$ cat src/rtl/norm_pkg.sv
// Shared constants and types for the normalization sequencer.
package norm_pkg;

    // Fixed pipeline depth of the external normalizer.
    localparam int NORM_LATENCY = 3;

    // Identity transform: (x * 256) >>> 8 + 0 == x.
    localparam logic signed [15:0] GAIN_ONE  = 16'sd256;
    localparam logic [4:0]         SHIFT_ONE = 5'd8;

    typedef struct packed {
        logic signed [15:0] gain;
        logic signed [31:0] bias;
        logic [4:0]         shift;
    } norm_param_t;

    typedef enum logic [1:0] {
        IDLE   = 2'd0,
        STREAM = 2'd1,
        DRAIN  = 2'd2
    } seq_state_e;

    function automatic norm_param_t identity_param();
        norm_param_t p;
        p.gain  = GAIN_ONE;
        p.bias  = '0;
        p.shift = SHIFT_ONE;
        return p;
    endfunction

endpackage

$ cat src/rtl/norm_result_fifo.sv
// First-word-fall-through result FIFO with an occupancy count output.
module norm_result_fifo #(
    parameter int WIDTH = 33,
    parameter int DEPTH = 8
) (
    input  logic                       clk,
    input  logic                       reset,
    input  logic                       push,
    input  logic [WIDTH-1:0]           push_data,
    input  logic                       pop,
    output logic [WIDTH-1:0]           pop_data,
    output logic                       empty,
    output logic [$clog2(DEPTH+1)-1:0] count
);

    localparam int AW = $clog2(DEPTH);
    localparam int CW = $clog2(DEPTH + 1);

    logic [WIDTH-1:0] mem [DEPTH];
    logic [AW-1:0]    wr_ptr;
    logic [AW-1:0]    rd_ptr;
    logic             full;
    logic             do_push;
    logic             do_pop;

    assign empty    = (count == '0);
    assign full     = (count == CW'(DEPTH));
    assign do_pop   = pop & ~empty;
    // A push into a full FIFO is still legal when the same cycle frees a slot.
    assign do_push  = push & (~full | do_pop);
    assign pop_data = mem[rd_ptr];

    // Data storage; only pointers need reset, stale words are never exposed.
    always_ff @(posedge clk) begin
        if (do_push) begin
            mem[wr_ptr] <= push_data;
        end
    end

    // Pointer and occupancy bookkeeping.
    always_ff @(posedge clk or posedge reset) begin
        if (reset) begin
            wr_ptr <= '0;
            rd_ptr <= '0;
            count  <= '0;
        end else begin
            if (do_push) begin
                wr_ptr <= wr_ptr + 1'b1;
            end
            if (do_pop) begin
                rd_ptr <= rd_ptr + 1'b1;
            end
            if (do_push && !do_pop) begin
                count <= count + 1'b1;
            end else if (!do_push && do_pop) begin
                count <= count - 1'b1;
            end
        end
    end

endmodule

$ cat src/rtl/norm_sequencer.sv
// Streams accumulator rows through an external fixed-latency normalizer,
// supplying per-column parameters and re-attaching row framing on return.
//
// state  | meaning
// IDLE   | no row open; parameter table writable
// STREAM | row open, accepting elements
// DRAIN  | last element issued; waiting for it to leave the result FIFO
module norm_sequencer
    import norm_pkg::*;
#(
    parameter int NUM_COLS   = 16,
    parameter int FIFO_DEPTH = 8
) (
    input  logic                        clk,
    input  logic                        reset,
    input  logic                        cfg_we,
    input  logic [$clog2(NUM_COLS)-1:0] cfg_addr,
    input  logic signed [15:0]          cfg_gain,
    input  logic signed [31:0]          cfg_bias,
    input  logic [4:0]                  cfg_shift,
    output logic                        cfg_ready,
    input  logic                        in_valid,
    output logic                        in_ready,
    input  logic signed [31:0]          in_data,
    input  logic                        in_last,
    output logic                        norm_valid_in,
    output logic signed [31:0]          norm_data_in,
    output logic signed [15:0]          norm_gain,
    output logic signed [31:0]          norm_bias,
    output logic [4:0]                  norm_shift,
    input  logic                        norm_valid_out,
    input  logic signed [31:0]          norm_data_out,
    output logic                        out_valid,
    input  logic                        out_ready,
    output logic signed [31:0]          out_data,
    output logic                        out_last,
    output logic                        busy,
    output logic                        err_len
);

    localparam int CAW = $clog2(NUM_COLS);
    localparam int IFW = $clog2(NORM_LATENCY + 1);
    localparam int FCW = $clog2(FIFO_DEPTH + 1);
    localparam int CRW = $clog2(FIFO_DEPTH + NORM_LATENCY + 1);

    seq_state_e              state;
    seq_state_e              state_next;
    logic [CAW-1:0]          col;
    logic [IFW-1:0]          inflight;
    logic [NORM_LATENCY-1:0] last_pipe;
    norm_param_t             param_tab [NUM_COLS];
    norm_param_t             cur_param;
    logic [CRW-1:0]          credit_sum;
    logic                    credit_ok;
    logic                    issue;
    logic                    at_last_col;
    logic                    issue_last;
    logic                    overlength;
    logic                    ret;
    logic                    fifo_empty;
    logic                    fifo_pop;
    logic [FCW-1:0]          fifo_count;
    logic [32:0]             fifo_rd;

    // Every issued element is either inside the normalizer or in the FIFO,
    // so bounding their sum keeps the non-stallable return path from overflowing.
    assign credit_sum  = CRW'(inflight) + CRW'(fifo_count);
    assign credit_ok   = credit_sum < CRW'(FIFO_DEPTH);
    assign in_ready    = credit_ok & (state != DRAIN);
    assign issue       = in_valid & in_ready;
    assign at_last_col = (col == CAW'(NUM_COLS - 1));
    assign issue_last  = in_last | at_last_col;
    assign overlength  = issue & ~in_last & at_last_col;
    assign cur_param   = param_tab[col];

    assign norm_valid_in = issue;
    assign norm_data_in  = issue ? in_data        : '0;
    assign norm_gain     = issue ? cur_param.gain  : '0;
    assign norm_bias     = issue ? cur_param.bias  : '0;
    assign norm_shift    = issue ? cur_param.shift : '0;

    // Returns with nothing outstanding are stray; they are dropped, not queued.
    assign ret = norm_valid_out & (inflight != '0);

    norm_result_fifo #(
        .WIDTH (33),
        .DEPTH (FIFO_DEPTH)
    ) u_fifo (
        .clk       (clk),
        .reset     (reset),
        .push      (ret),
        .push_data ({norm_data_out, last_pipe[NORM_LATENCY-1]}),
        .pop       (fifo_pop),
        .pop_data  (fifo_rd),
        .empty     (fifo_empty),
        .count     (fifo_count)
    );

    assign out_valid = ~fifo_empty;
    assign fifo_pop  = out_valid & out_ready;
    assign out_data  = out_valid ? fifo_rd[32:1] : '0;
    assign out_last  = out_valid & fifo_rd[0];
    assign busy      = (state != IDLE) | out_valid;

    // State register.
    always_ff @(posedge clk or posedge reset) begin
        if (reset) begin
            state <= IDLE;
        end else begin
            state <= state_next;
        end
    end

    // Next-state and table-write gating.
    always_comb begin
        state_next = state;
        cfg_ready  = 1'b0;
        unique case (state)
            IDLE: begin
                cfg_ready = 1'b1;
                if (issue) begin
                    state_next = issue_last ? DRAIN : STREAM;
                end
            end
            STREAM: begin
                if (issue && issue_last) begin
                    state_next = DRAIN;
                end
            end
            DRAIN: begin
                if (fifo_pop && fifo_rd[0] && inflight == '0) begin
                    state_next = IDLE;
                end
            end
            default: state_next = IDLE;
        endcase
    end

    // Column position, overlength flag, outstanding count and last-flag delay line.
    always_ff @(posedge clk or posedge reset) begin
        if (reset) begin
            col       <= '0;
            err_len   <= 1'b0;
            inflight  <= '0;
            last_pipe <= '0;
        end else begin
            if (issue) begin
                col <= issue_last ? '0 : col + 1'b1;
            end
            if (overlength) begin
                err_len <= 1'b1;
            end
            if (issue && !ret) begin
                inflight <= inflight + 1'b1;
            end else if (!issue && ret) begin
                inflight <= inflight - 1'b1;
            end
            last_pipe <= {last_pipe[NORM_LATENCY-2:0], issue & issue_last};
        end
    end

    // Per-column parameter table, writable only between rows.
    always_ff @(posedge clk or posedge reset) begin
        if (reset) begin
            for (int i = 0; i < NUM_COLS; i++) begin
                param_tab[i] <= identity_param();
            end
        end else if (cfg_we && cfg_ready) begin
            param_tab[cfg_addr] <= '{gain: cfg_gain, bias: cfg_bias, shift: cfg_shift};
        end
    end

    // The normalizer must never return more results than were issued.
    assert property (@(posedge clk) disable iff (reset) norm_valid_out |-> (inflight != '0));

endmodule
$ cat config.mk
export PLATFORM = sky130hd
export DESIGN_NAME = norm_sequencer
export DESIGN_NICKNAME = d
export VERILOG_FILES = /design/src/rtl/norm_pkg.sv /design/src/rtl/norm_result_fifo.sv /design/src/rtl/norm_sequencer.sv
export SDC_FILE = /design/constraint.sdc
export NUM_CORES = 2
export LEC_CHECK = 0
export ABC_AREA = 1
export CORE_ASPECT_RATIO = 1.4
export CORE_MARGIN = 8
export CORE_UTILIZATION = 40
export CTS_CLUSTER_SIZE = 14
export DETAILED_ROUTE_END_ITERATION = 7
export HOLD_SLACK_MARGIN = 0.15
export PLACE_DENSITY = 0.68
export SLEW_MARGIN = 10
export SYNTH_ARGS = -nofsm -noshare
export SYNTH_HDL_FRONTEND = slang
export SYNTH_SLANG_ARGS = --single-unit
export TNS_END_PERCENT = 30
$ cat constraint.sdc
create_clock -name clk -period 34 [get_ports clk]
set_input_delay 5.1 -clock clk [delete_from_list [all_inputs] [get_ports clk]]
set_output_delay 5.1 -clock clk [all_outputs]
set_load 0.01 [all_outputs]
==> flow_summary.ini <==
[sta]
fmax_ghz = 0.0776
period_minus_slack_ps = 12890
fin_skew_ps = 26.5
finalSetupViolCount = 0
rsz0062_at_grt = no
tightest_slew_ps = 1280
relSlewSlack = 0.147
whs_ps = 355
drv_slew = 0
finalCritPeriodShare = 0.379
finalHoldViolCount = 0
fin_tns_setup_ps = 0

[floorplan]
io_pins = 252
core_um2 = 122000
row_count = 152
die_x_um = 313
initial_core_util = 0.403
die_y_um = 432
die_area_um2 = 135000

[grt]
grt_pass1_wl_um = 234000
grt_pass1_vias = 38304
antenna_found_initial = 7
grt_overflow_total = 0
gr-usage-all-layers = 0.220
grt_max_degree = 215

[power]
powerDensity_nw_per_um2 = 95.4
pwr-share-comb = 0.350
irDropWorstVdd_v = 0.0000836
pwr-share-seq = 0.410
p_int_mw = 3.37
p_sw_frac = 0.376
power_frac_clock = 0.239
power_mw = 5.40
power.switching_mw = 2.03
leakagePower_nw = 24.3

[min_path]
hp-class = reg -> reg

[synth]
synth_area_um2 = 49400
synthDistinctLibCells = 34
synth-edff-count = 264
avgSynthCellArea_um2 = 8.88
synth.net_count = 5699
synth_flop_cell = dfrtp_1
async_reset_ff_frac = 0.767
synth_seq_cells = 1134
synth_warnings = 0
seq_area_frac_synth = 0.602
syn_inst = 5562

[final_layout]
syn_to_final_growth_pct = 14.7
fin_nets = 5663
final_cells = 7244
final_layout_size_suffix_gt1_frac = 0.0566
finalInstanceArea_um2 = 56600

[route]
dr.pass1.iters = 6
avgViaCountPerCell = 5.56
drtAntennaViolNets = 0
vias = 40243
wl_per_cell_um = 21.1
drt_iter0_drc = 4381
drc = 0
routed_wirelength_um = 153000

[clocking]
clock_latency_ps = 720
clockBufferDepth = 3
hold_buffers = 0
numCtsBuffers = 111
post_cts_buffers = 0
htree_levels = 3
cts_sinks = 1134
cts_root_buf = clkbuf_16
cts_resized = 0
cts_tree = yes
path_clk_slew_ps = 60

[critical_path]
cp.required_ps = 28900
crit_path_cell_trace = clkdlybuf4s50_1 -> inv_1 -> nor2_4 -> buf_4 -> inv_2 -> nor2_1 -> clkdlybuf4s50_1
crit_end = norm_data_in[10]
cpMaxStageDelayCell = buf_4
crit_cells = 7
cp.buffers_inverters = 5
endpoint_kind = output pin
cp-start-kind = input pin
r2r_end = u_fifo.count[3]
reg2reg_from = u_fifo.count[0]
worstPathArrival_ps = 7790
cpMostUsedCell = clkdlybuf4s50_1
crit_type = in -> out
ff2ff_setup_slack_ps = 30900
cpPeakStageDelay_ps = 580
path_max_fanout = 52
cp_top_family = buffers and inverters
reg2reg_depth = 12
crit_start = in_valid

[placement]
gp_congestion = 0.843
portBuffers = 251
dpl-instance-area_um2 = 52700
placedCellCount = 7030
dp_hpwl_um = 86400

[run_status]
outcome = finished clean

[run]
maxCapViolations = 0
==> worst min-delay path by stage <==
stage | from | to | slack, ps | cells past startpoint
after CTS | last_pipe[1] | last_pipe[2] | 350 | 0
after global routing | last_pipe[1] | last_pipe[2] | 360 | 0
after floorplan | last_pipe[0] | last_pipe[1] | 330 | 0
after detailed placement | last_pipe[0] | last_pipe[1] | 330 | 0
after global placement | last_pipe[0] | last_pipe[1] | 340 | 0
final | last_pipe[1] | last_pipe[2] | 360 | 0
==> synthesized netlist by cell type (2+ instances only) <==
cell type / number / area [um2]
nor2_1: 413 / 1550
a31oi_1: 37 / 231
nor3_1: 2 / 10.0
dfstp_2: 32 / 841
ha_1: 8 / 100
buf_2: 105 / 526
nand3_1: 206 / 1030
clkbuf_1: 317 / 1190
xor2_1: 5 / 43.8
a21oi_1: 217 / 1090
nand4_1: 7 / 43.8
nor3_2: 2 / 20.0
edfxtp_1: 264 / 7930
o22ai_1: 64 / 400
inv_1: 118 / 443
buf_1: 36 / 135
o21ai_1: 77 / 385
dfrtp_1: 838 / 21000
xnor2_1: 3 / 26.3
o21ai_0: 1010 / 5050
a22oi_1: 90 / 676
inv_2: 6 / 22.5
nand2_1: 1663 / 6240
a32o_1: 32 / 320
==> state kept, by name (all words and copies together) (netlist names), 2 cells and up <==
signal and flops:
param_tab 848, u_fifo.mem 264, col 4, u_fifo.count 4, last_pipe 3, u_fifo.rd_ptr 3, u_fifo.wr_ptr 3, inflight 2
state 2
==> logic make-up (layout without fill, tap and decap cells) <==
group | after synthesis | in the layout | synth area share
AOI/OAI and AO/OA | 1531 | 1531 | 0.166
xor gates and xnor gates | 8 | 8 | 0.00142
adders and majority gates | 9 | 9 | 0.00243
DFF | 1134 | 1134 | 0.602
and+or+nand+nor | 2296 | 2296 | 0.181
muxes | 1 | 1 | 0.000228
other | 0 | 5 | 0
buffers and inverters | 583 | 643 | 0.0471
==> cell usage in the layout, fill, tap and decap left out, types with 8 or more instances in the layout <==
cell	instances
o22ai_1	64
nand3_1	204
ha_1	8
o21ai_1	77
clkdlybuf4s50_1	251
a31oi_1	37
inv_1	114
nor2_4	11
dfrtp_1	833
a22oi_1	90
nand2_1	1654
nor2_1	403
buf_4	55
clkbuf_16	112
bufinv_16	12
o21ai_0	1010
edfxtp_1	264
clkinv_2	22
clkbuf_8	24
a32o_1	32
nand2_4	8
dfstp_2	32
clkbuf_1	22
a21oi_1	217
==> area by class of cell <==
type / instances / area [um2]
inverters: 124 / 489
repair buffers: 310 / 3010
well taps: 1617 / 2020
multi-input cells: 3845 / 17500
clock inverters: 50 / 637
flip-flops and latches: 1134 / 29800
clock buffers: 159 / 3220
diodes: 5 / 12.5
fillers: 11664 / 65900
==> power groups by stage <==
stage	Combinational [mW]	Clock, mW	Sequential [mW]
after CTS	1.90	1.31	2.21
after detailed placement	1.88	0	2.23
after floorplan	1.26	0	2.14
after global placement	1.85	0	2.21
final	1.89	1.29	2.22
after global routing	2.12	1.37	2.27
==> metal layers <==
layer,share of wire,GRT usage,up-vias
met3,0.074,0.0390,288
met2,0.48,0.362,1591
met4,0.041,0.0904,4
li1,-,-,18517
met5,0.00017,0,-
met1,0.41,0.286,19843
==> stage by stage <==
| stage | utilization | worst slack [ps] |
|---|---|---|
| after floorplan | - | 4500 |
| after global placement | 0.431 | 21160 |
| after detailed placement | 0.431 | 21060 |
| after CTS | 0.462 | 21050 |
| after global routing | 0.462 | 20920 |
| final | 0.462 | 21110 |
==> worst reg2reg max path, delay by kind of cell, from the launching register on <==
kind	cells	cell delay, ps
xor+xnor	1	140
flops	1	480
buf+inv	1	120
compound gates	2	320
fa+ha+maj	2	590
simple gates	6	1320
No activity file was read; power rests on OpenSTA's default activity.
